--- config.mk ---
export PLATFORM = sky130hd
export DESIGN_NAME = fetch_unit
export DESIGN_NICKNAME = d
export VERILOG_FILES = /design/src/rtl/fetch_unit.sv
export SDC_FILE = /design/constraint.sdc
export NUM_CORES = 1
export LEC_CHECK = 0
export BUFFER_PORTS_ARGS = -buffer_cell sky130_fd_sc_hd__clkbuf_2
export CAP_MARGIN = 20
export CELL_PAD_IN_SITES_DETAIL_PLACEMENT = 1
export CELL_PAD_IN_SITES_GLOBAL_PLACEMENT = 2
export CORE_AREA = 2 2 98 171
export DETAILED_ROUTE_END_ITERATION = 6
export DIE_AREA = 0 0 100 173
export MAX_ROUTING_LAYER = met4
export PLACE_DENSITY = 0.86
export SETUP_SLACK_MARGIN = 0.2
export SLEW_MARGIN = 20
export SYNTH_ARGS = -nofsm -noshare
export SYNTH_HDL_FRONTEND = slang
export SYNTH_SLANG_ARGS = --single-unit
--- constraint.sdc ---
create_clock -name clk -period 2.65 [get_ports clk]
set_input_delay 0.265 -clock clk [delete_from_list [all_inputs] [get_ports clk]]
set_output_delay 0.265 -clock clk [all_outputs]
set_load 0.02 [all_outputs]
--- src/rtl/fetch_unit.sv ---
// Instruction fetch stage: owns the PC, runs a req/resp handshake to instruction
// memory and holds each fetched word for the decoder until the core consumes it.
module fetch_unit #(
  parameter int              XLEN     = 32,
  parameter logic [XLEN-1:0] RESET_PC = '0
) (
  input  logic            clk,
  input  logic            rst_n,
  output logic            imem_req_o,
  output logic [XLEN-1:0] imem_addr_o,
  input  logic            imem_ready_i,
  input  logic            imem_valid_i,
  input  logic [31:0]     imem_rdata_i,
  input  logic            stall_i,
  input  logic            branch_taken_i,
  input  logic            jump_i,
  input  logic [XLEN-1:0] target_addr_i,
  output logic [31:0]     instr_o,
  output logic [XLEN-1:0] instr_pc_o,
  output logic            instr_valid_o,
  output logic [6:0]      opcode_o,
  output logic            illegal_instr_o,
  output logic            misaligned_o
);

  localparam logic [1:0] S_IDLE = 2'd0;
  localparam logic [1:0] S_REQ  = 2'd1;
  localparam logic [1:0] S_WAIT = 2'd2;
  localparam logic [1:0] S_HOLD = 2'd3;

  localparam logic [31:0] NOP = 32'h0000_0013;

  logic [1:0]      state_q, state_d;
  logic [XLEN-1:0] pc_q, pc_d;
  logic [31:0]     instr_q, instr_d;
  logic [XLEN-1:0] instr_pc_q, instr_pc_d;
  logic            valid_q, valid_d;
  logic            illegal_q, illegal_d;
  logic            misaligned_q, misaligned_d;

  always_comb begin
    state_d      = state_q;
    pc_d         = pc_q;
    instr_d      = instr_q;
    instr_pc_d   = instr_pc_q;
    valid_d      = valid_q;
    illegal_d    = illegal_q;
    misaligned_d = 1'b0;
    case (state_q)
      S_IDLE: state_d = S_REQ;
      S_REQ: begin
        if (imem_ready_i) state_d = S_WAIT;
      end
      S_WAIT: begin
        if (imem_valid_i) begin
          instr_d    = imem_rdata_i;
          instr_pc_d = pc_q;
          valid_d    = 1'b1;
          illegal_d  = (imem_rdata_i[1:0] != 2'b11);
          state_d    = S_HOLD;
        end
      end
      S_HOLD: begin
        // Redirect inputs only matter on the consuming cycle.
        if (!stall_i) begin
          valid_d   = 1'b0;
          illegal_d = 1'b0;
          state_d   = S_REQ;
          if (branch_taken_i || jump_i) begin
            pc_d         = {target_addr_i[XLEN-1:2], 2'b00};
            misaligned_d = (target_addr_i[1:0] != 2'b00);
          end else begin
            pc_d = pc_q + XLEN'(4);
          end
        end
      end
      default: state_d = S_IDLE;
    endcase
  end

  always_ff @(posedge clk or negedge rst_n) begin
    if (!rst_n) begin
      state_q      <= S_IDLE;
      pc_q         <= RESET_PC;
      instr_q      <= NOP;
      instr_pc_q   <= RESET_PC;
      valid_q      <= 1'b0;
      illegal_q    <= 1'b0;
      misaligned_q <= 1'b0;
    end else begin
      state_q      <= state_d;
      pc_q         <= pc_d;
      instr_q      <= instr_d;
      instr_pc_q   <= instr_pc_d;
      valid_q      <= valid_d;
      illegal_q    <= illegal_d;
      misaligned_q <= misaligned_d;
    end
  end

  assign imem_req_o      = (state_q == S_REQ);
  assign imem_addr_o     = pc_q;
  assign instr_o         = instr_q;
  assign instr_pc_o      = instr_pc_q;
  assign instr_valid_o   = valid_q;
  assign opcode_o        = instr_q[6:0];
  assign illegal_instr_o = illegal_q;
  assign misaligned_o    = misaligned_q;

endmodule
# Word level (Yosys, flattened, before mapping)
# Cells that the tools add are included.
# classes
bitwise_logic	1
mux	13
eq_ne	7
n_reduce_logical	8
addsub	1
# op_table
operator	n
$add A32 B3 Y32 const B	1
$mux W32	1
$pmux W2 S4	1
$mux W1	6
$mux W2	3
$ne A2 B2 Y1 const B	3
$reduce_and A3 Y1	2
$eq A2 B2 Y1 const B	2
$pmux W1 S2	2
$reduce_and A2 Y1	2
$reduce_bool A2 Y1	2
$eq A2 B1 Y1 const B	1
$logic_not A2 Y1	1
$ne A2 B1 Y1 const B	1
$logic_or A1 B1 Y1	1
$not A1 Y1	1
# word_totals
elab_cells	37
out_inout_bits	107
register_bits	101

# Longest topological paths before layout
# Gate-level depths: netlist of run 1.
# logic_depth
word_depth	4
mapped_depth	7
ltp_nobuf	6

# Worst setup path before layout of run 1
# Ideal clock, no wire load.
# synth_path
kind	flip-flop to flip-flop
start	register pc_q[7] (netlist: imem_addr_o[7])
end	register pc_q[27] (netlist: imem_addr_o[27])
arrival_time_ns	1.877
stages_incl_launch_ff	6
setup_time_ns	0.133
required_time_ns	2.517
path_slack_ns	0.640
path_cell_list	dfrtp_1 > nand3_1 > or4_4 > or4_4 > o22ai_1 > a2bb2oi_2
# synth_via
elab_chain_cells	2
# synth_lines
element	line	source
start, declared	34	logic [XLEN-1:0] pc_q, pc_d;
start signal, assigned	92	pc_q <= pc_d;
$add A32 B3 Y32	73	pc_d = pc_q + XLEN'(4);
$mux W32	69	if (branch_taken_i || jump_i) begin
# Every way passes these cells.
# A chain may end at the register's enable or synchronous reset.

# Final worst setup path of run 1
# layout_path
start	register pc_q[2] (netlist: imem_addr_o[2])
end	register pc_q[24] (netlist: imem_addr_o[24])
# The elaborated chain is that of the path after synthesis.

==> reports/metrics.cfg, run 1 <==
[routing]
wl_met1_um=5376
drt_iter0_markers=135
wl_met3_um=583
drc=0
final_antenna_net_count=0
wl_per_cell_um=18.24
routed_via_density=5.112
wirelength_um=13960
via_count=3911
wl_met2_um=7719
dr.pass1.iters=5
top_layer=met4

[die]
core_um2=15880
die_w_um=100
rows=61
die_h_um=173
die_area_um2=17300
start_util_pct=28.42
io_pins=178

[pwr]
p_int_mw=4.244
p_per_area_nw_per_um2=1292
p_leak_nw=2.750
comb_power_share_pct=45.0
p_clk_share_pct=16.6
switching_share_pct=43.81
seqPwrFrac_pct=38.4
fin_total_pwr_mw=7.554
vdd_drop_max_uv=459.7
power.switching_mw=3.310

[layout]
stdcell_count=765
diodes=0
syn_to_final_growth_pct=29.62
final_cell_area_um2=5848
nets=646
drive_above_1_share_pct=46.53

[logic_synthesis]
synth_area_leaders=dfrtp_1, mux2_2, nand2_1
yosys.cell_types.count=48
netlist.area_leader.share_pct=52.14
synthArstFlopShare_pct=100.0
synth_cells=407
ys_top_cells_by_count=dfrtp_1, mux2_2, nand2_1
ys_warn_count=0
synth_most_common_cell=dfrtp_1
synth_top_area_cell=dfrtp_1
ys_seq_elements=97
syn-mean-instance-area_um2=11.09
synth-edff-count=0
syn_area_um2=4512
yosysSeqAreaShare_pct=53.88
synthFlopType=dfrtp_1

[setup_path]
crit_type=register to register
path_cells=ha_1 > and4_1 > nand3_1 > or3_1 > a21oi_1 > a2bb2oi_1
cp-start-kind=register
crit_family=simple AND/OR/NAND/NOR gates
crit_arrival_ps=2390
slowest_stage=dfrtp_1
crit_path_max_fanout=7
endpoint=imem_addr_o[24]
critPathMaxStageDelay_ps=450
critPathCaptureType=register
regToRegSetupSlack_ps=530
startpoint=imem_addr_o[2]
required_ps=2920
reg2regPathDepth=6
r2r_end=imem_addr_o[24]
cp.depth=6
path_buf_inv=0
r2r_start=imem_addr_o[2]

[placement]
placedCellCount=748
dp_hpwl_um=10580
port_buffers=173
gp_congestion=0.8491
place_ws_ps=544.3
place_area_um2=5555

[run]
maxCapViolations=0

[timing]
setup_viol=0
rsz0062_at_grt=false
min_period_ps=2121
hold_viol=0
setup_tns_ps=0
worst_pin_slew_ps=746.9
drv_slew=0
period_share_pct=80.02
layout_setup_ws_ps=529.4
max_freq_mhz=471.6
relSlewSlack_pct=50.02
skew_ps=12.57

[clocking]
path_clk_slew_ps=70
htree_levels=3
clockBufferDepth=2
tritoncts=built
post_cts_buffers=0
numCtsBuffers=9
cts.sinks=97
clkLatencyLatePin_ps=350
clock_tree.root_cell=clkbuf_16

[outcome]
status=finished, final reports clean

[grt]
antenna_found_initial=0
overflow=0
grt_max_degree=58
grt_pass1_wl_um=22170
grt_pass1_vias=4148
track_usage_pct=16.99

[hold_path]
hold_path_class=primary input to register
min-delay-start=target_addr_i[25]

[layer usage]
layer,vias up,track usage (%)
li1,1800,-
met1,1953,18.35
met2,139,31.00
met3,19,2.546
met4,0,5.936
met5,-,-
[worst min-delay path by stage]
stage | end | slack (ps) | depth (start not counted)
final | imem_addr_o[25] | 150 | 3
after CTS | instr_o[23] | 130 | 2
after global routing | instr_o[6] | 140 | 2
after detailed placement | state_q[0] | 290 | 1
after floorplan | illegal_instr_o | -30 | 0
after global placement | state_q[0] | 270 | 1
[tightest hold or removal path: cells and delay by family]
kind	cells	cell delay, ps
simple gates	1	60
buf+inv	1	80
compound gates	1	60
[power groups by stage]
stage               sequential, mW  clock, mW  combinational (mW)
finish                        2.90       1.26                3.40
detailed placement            2.94          0                3.45
global route                  3.04       1.35                3.68
CTS                           2.91       1.32                3.46
floorplan                     3.64          0                1.41
global placement              2.87          0                3.38
[cell usage in the layout (no fill, tap or decap), types with 2 or more instances in the layout]
master	instances
nor3_1	4
or4_1	3
dfrtp_1	94
o311ai_0	2
and2_1	3
a221o_1	2
clkbuf_2	172
nand2b_1	2
nand2_1	35
o22a_1	2
nand4_1	7
a21oi_1	25
a31oi_1	3
inv_1	9
mux2_2	59
a2bb2oi_1	7
and4_1	4
and3_1	5
or4_4	2
o21ai_0	22
buf_4	9
ha_1	4
nor4_1	3
a22oi_1	5
o22ai_1	12
clkinv_2	2
conb_1	4
nor2_1	18
nand3_1	16
dfstp_2	3
a211oi_1	2
clkbuf_8	2
a22o_1	2
clkbuf_16	9
[sequential cells by signal, summed over array words and instances, names as in the netlist]
signal and count:
instr_pc_o 30, instr_o 32, imem_addr_o 30, instr_valid_o 1
state_q 2, misaligned_o 1, illegal_instr_o 1
[repair_timing]
item                                   4_1_cts  5_1_grt
endpoints found under the hold margin       37        0
hold buffers                                 1        0
resized for setup                            0        0
[cell families after synthesis]
| kind of cell | Yosys count | synth area share, % |
|---|---|---|
| and+or+nand+nor | 110 | 12.37 |
| DFF | 97 | 53.88 |
| AOI/OAI and AO/OA | 94 | 13.42 |
| muxes | 59 | 14.73 |
| buffers and inverters | 42 | 4.409 |
| adders and majority gates | 4 | 1.109 |
| other | 1 | 0.08311 |
[metrics by stage]
| step | hold WS, ps | util [%] |
|---|---|---|
| final | 147.4 | 36.84 |
| after global routing | 138.0 | 36.84 |
| after CTS | 130.1 | 36.84 |
| after global placement | 272.9 | 34.99 |
| after detailed placement | 287.1 | 34.99 |
| after floorplan | -30.59 | - |
[cell type report]
cell class                      instances  area, um2
Multi-Input combinational cell        271       1906
Clock inverter                          4      26.28
Fill cell                            1815      10030
Inverter                                9      33.78
Sequential cell                        97       2431
Clock buffer                           12      256.5
Timing Repair Buffer                  183      958.4
Tap cell                              189      236.5
Note: power is estimated with default switching activity, not from simulation.
==> run 2: changes to the inputs <==
--- a/config.mk
+++ b/config.mk
@@ -5,15 +5,16 @@
 export SDC_FILE = /design/constraint.sdc
 export NUM_CORES = 1
 export LEC_CHECK = 0
+export ABC_AREA = 1
 export BUFFER_PORTS_ARGS = -buffer_cell sky130_fd_sc_hd__clkbuf_2
 export CAP_MARGIN = 20
 export CELL_PAD_IN_SITES_DETAIL_PLACEMENT = 1
 export CELL_PAD_IN_SITES_GLOBAL_PLACEMENT = 2
-export CORE_AREA = 2 2 98 171
+export CORE_AREA = 2 2 105 184
 export DETAILED_ROUTE_END_ITERATION = 6
-export DIE_AREA = 0 0 100 173
+export DIE_AREA = 0 0 107 186
 export MAX_ROUTING_LAYER = met4
-export PLACE_DENSITY = 0.86
+export PLACE_DENSITY = 0.88
 export SETUP_SLACK_MARGIN = 0.2
 export SLEW_MARGIN = 20
 export SYNTH_ARGS = -nofsm -noshare
==> constraint.sdc (replaced) <==
create_clock -name clk -period 2 [get_ports clk]
set_input_delay 0.2 -clock clk [delete_from_list [all_inputs] [get_ports clk]]
set_output_delay 0.2 -clock clk [all_outputs]
set_load 0.02 [all_outputs]
==> run 2 against run 1 <==
Effect of this change: cell area rose by 8.1%; fmax rose by 25%; largest power group unchanged; setup slack got worse by 220 ps; total power rose by 34%; highest routed layer unchanged; flip-flop and latch count did not move; critical path depth rose by 1; largest cell class unchanged.
==> reports/metrics.cfg, run 2 <==
[die]
core_um2=18420  ; was 15,880 um2
io_pins=178  ; unchanged
die_w_um=107  ; was 100 um
start_util_pct=26.63  ; was 28.42%
die_area_um2=19900  ; was 17,300 um2
die_h_um=186  ; was 173 um
rows=66  ; was 61

[setup_path]
r2r_start=state_q[0]  ; was imem_addr_o[2]
crit_arrival_ps=1950  ; was 2390 ps
crit_path_frequent_cell=inv_2
crit_family=flip-flops  ; was simple AND/OR/NAND/NOR gates
crit_path_max_fanout=12  ; was 7
critPathCaptureType=register  ; unchanged
path_cells=ha_1 > inv_2 > nor2_4 > nand2_2 > inv_2 > o21ai_0 > o221ai_1  ; was ha_1 > and4_1 > nand3_1 > or3_1 > a21oi_1 > a2bb2oi_1
cp-start-kind=register  ; unchanged
required_ps=2260  ; was 2920 ps
reg2regPathDepth=7  ; was 6
path_buf_inv=2  ; was 0
crit_type=register to register  ; unchanged
critPathMaxStageDelay_ps=400  ; was 450 ps
slowest_stage=dfrtp_1  ; unchanged
cp.depth=7  ; was 6
startpoint=state_q[0]  ; was imem_addr_o[2]

[pwr]
p_leak_nw=3.391  ; was 2.750 nW
p_int_mw=5.362  ; was 4.244 mW
switching_share_pct=46.99  ; was 43.81%
p_per_area_nw_per_um2=1600  ; was 1292 nW/um2
comb_power_share_pct=46.0  ; was 45.0%
p_clk_share_pct=17.4  ; was 16.6%
vdd_drop_max_uv=583.6  ; was 459.7 uV
power.switching_mw=4.753  ; was 3.310 mW
seqPwrFrac_pct=36.6  ; was 38.4%
fin_total_pwr_mw=10.12  ; was 7.554 mW

[logic_synthesis]
synth_top_family_by_area=simple AND/OR/NAND/NOR gates  ; was multiplexers
synth_cells=638  ; was 407
synth-edff-count=0  ; unchanged
yosysSeqAreaShare_pct=49.57  ; was 53.88%
synth-simple-area-share_pct=33.90  ; was 12.37%
synth-xor-area-share_pct=0.7143  ; was 0%
netlist.area_leader.share_pct=47.96  ; was 52.14%
yosys.cell_types.count=35  ; was 48
synth_top_area_cell=dfrtp_1  ; unchanged
synthFlopType=dfrtp_1  ; unchanged
ys_seq_elements=97  ; unchanged
muxShareOfSynthArea_pct=0.4592  ; was 14.73%
ys_top_cells_by_count=nand2_1, dfrtp_1, inv_1  ; was dfrtp_1, mux2_2, nand2_1
synthAdderAreaFrac_pct=1.020  ; was 1.109%
synth_area_leaders=dfrtp_1, nand2_1, o21ai_0  ; was dfrtp_1, mux2_2, nand2_1
synthArstFlopShare_pct=100.0  ; unchanged
ys_warn_count=0  ; unchanged
syn-mean-instance-area_um2=7.688  ; was 11.09 um2
syn_area_um2=4905  ; was 4512 um2
synth_most_common_cell=nand2_1  ; was dfrtp_1
synth_compound_area_share_pct=6.888  ; was 13.42%

[timing]
max_freq_mhz=590.1  ; was 471.6 MHz
skew_ps=5.494  ; was 12.57 ps
setup_tns_ps=0  ; unchanged
setup_viol=0  ; unchanged
rsz0062_at_grt=true  ; was false
hold_viol=0  ; unchanged
period_share_pct=84.73  ; was 80.02%
min_period_ps=1695  ; was 2121 ps
drv_slew=0  ; unchanged

[routing]
drt_iter0_markers=205  ; was 135
wl_met3_um=499  ; was 583 um
routed_via_density=4.473  ; was 5.112
dr.pass1.iters=4  ; was 5
wl_per_cell_um=15.83  ; was 18.24 um
wl_met1_um=6602  ; was 5376 um
via_count=4692  ; was 3,911
wl_met2_um=9041  ; was 7719 um
top_layer=met4  ; unchanged
wirelength_um=16610  ; was 13,960 um
final_antenna_net_count=0  ; unchanged
drc=0  ; unchanged

[run]
maxCapViolations=0  ; unchanged

[layout]
syn_to_final_growth_pct=28.90  ; was 29.62%
stdcell_count=1049  ; was 765
final_common_cell=nand2_1  ; was clkbuf_2
nets=881  ; was 646
fillers=2341  ; was 1,815
drive_above_1_share_pct=28.73  ; was 46.53%
final-seq-area_um2=2432  ; was 2431 um2
diodes=0  ; unchanged
largest_reg_flops=32  ; unchanged
final_cell_mix=nand2_1, clkbuf_2, dfrtp_1  ; was clkbuf_2, dfrtp_1, mux2_2
multi_input_area_um2=2126  ; was 1906 um2

[grt]
grt_pass1_wl_um=26150  ; was 22,170 um
grt_max_degree=65  ; was 58
antenna_found_initial=0  ; unchanged
grt_pass1_vias=4961  ; was 4,148
overflow=0  ; unchanged
track_usage_pct=17.57  ; was 16.99%

[clocking]
tritoncts=built  ; unchanged
htree_levels=3  ; unchanged
clock_tree.root_cell=clkbuf_16  ; unchanged
cts.sinks=97  ; unchanged
numCtsBuffers=9  ; unchanged
path_clk_slew_ps=70  ; about the same
clockBufferDepth=2  ; unchanged
clkLatencyLatePin_ps=350  ; about the same

[placement]
placedCellCount=1032  ; was 748
dp_hpwl_um=12870  ; was 10,580 um
port_buffers=173  ; unchanged
gp_congestion=0.8411  ; was 0.8491

[outcome]
status=finished, final reports clean  ; unchanged

[hold_path]
hold_depth=3  ; unchanged
hold_path_class=primary input to register  ; unchanged
min-delay-start=imem_rdata_i[4]  ; was target_addr_i[25]

-- run 2: cell count changes after synthesis, sizes merged, moves of 7 or more --
cell,delta
inv,+39
clkbuf,-7
o22ai,-8
o21ai,+19
nand3,+16
nor2,+35
a2bb2oi,-8
mux2,-57
nand2,+258
a21oi,-15
-- run 2: through the flow --
stage	utilization, %	instance area [um2]	hold WS, ps	worst slack [ps]
after floorplan	-	4916	-95.59	403.6
after global placement	32.66	6015	55.72	229.0
after detailed placement	32.66	6015	52.86	184.7
after CTS	34.30	6317	27.50	251.8
after global routing	34.33	6322	43.99	126.1
final	34.33	6322	35.19	305.5
-- run 2: cell type report --
class	count	area share, %
Sequential cell	97	38.47
Multi-Input combinational cell	464	33.62
Clock buffer	13	3.958
Clock inverter	3	0.6333
Inverter	49	2.949
Timing Repair Buffer	185	15.65
Tap cell	238	4.710
-- run 2: cells by family (layout without fill, tap and decap cells) --
family | after synthesis | in the layout
AND/OR/NAND/NOR | 388 | 388
flip-flops | 97 | 97
buffers and inverters | 80 | 250
AO/OA/AOI/OAI | 62 | 62
adder cells (fa/ha/maj) | 4 | 4
XOR/XNOR | 4 | 4
multiplexers | 2 | 2
other | 1 | 4
-- run 2: final timing paths --
path                            slack [ps]             end
worst max register to register         310  imem_addr_o[8]
worst min register to register         470      instr_o[0]
worst min-delay path                    40      instr_o[4]
min in group asynchronous              250     instr_o[30]
max in group asynchronous             1090      instr_o[4]
worst max-delay path                   310  imem_addr_o[8]
-- run 2: worst register-to-register path, stage by stage, from the launching register on --
cell and delay, ps:
dfrtp_1 400, ha_1 220, inv_2 70, nor2_4 140, nand2_2 230, inv_2 210
o21ai_0 150, o221ai_1 180
-- run 2: layer usage --
| layer | up-vias | GRT usage (%) |
|---|---|---|
| li1 | 2311 | - |
| met1 | 2236 | 19.63 |
| met2 | 121 | 31.92 |
| met4 | 0 | 7.065 |
| met5 | - | - |
| met3 | 24 | 1.646 |
-- run 2: repair_timing --
item | 4_1_cts | 5_1_grt
pin swaps | 0 | 0
hold buffers | 1 | 0
setup endpoints to repair | 1 | 5
endpoints found under the hold margin | 10 | 0
cloned | 0 | 0
resized for setup | 1 | 2
buffers inserted | 0 | 0
-- run 2: power groups by stage --
stage	Sequential, mW	Clock [mW]	Combinational (mW)
floorplan	4.60	0	2.01
global placement	3.71	0	4.65
detailed placement	3.74	0	4.73
CTS	3.72	1.81	4.75
global route	3.86	1.88	5.22
finish	3.70	1.76	4.65
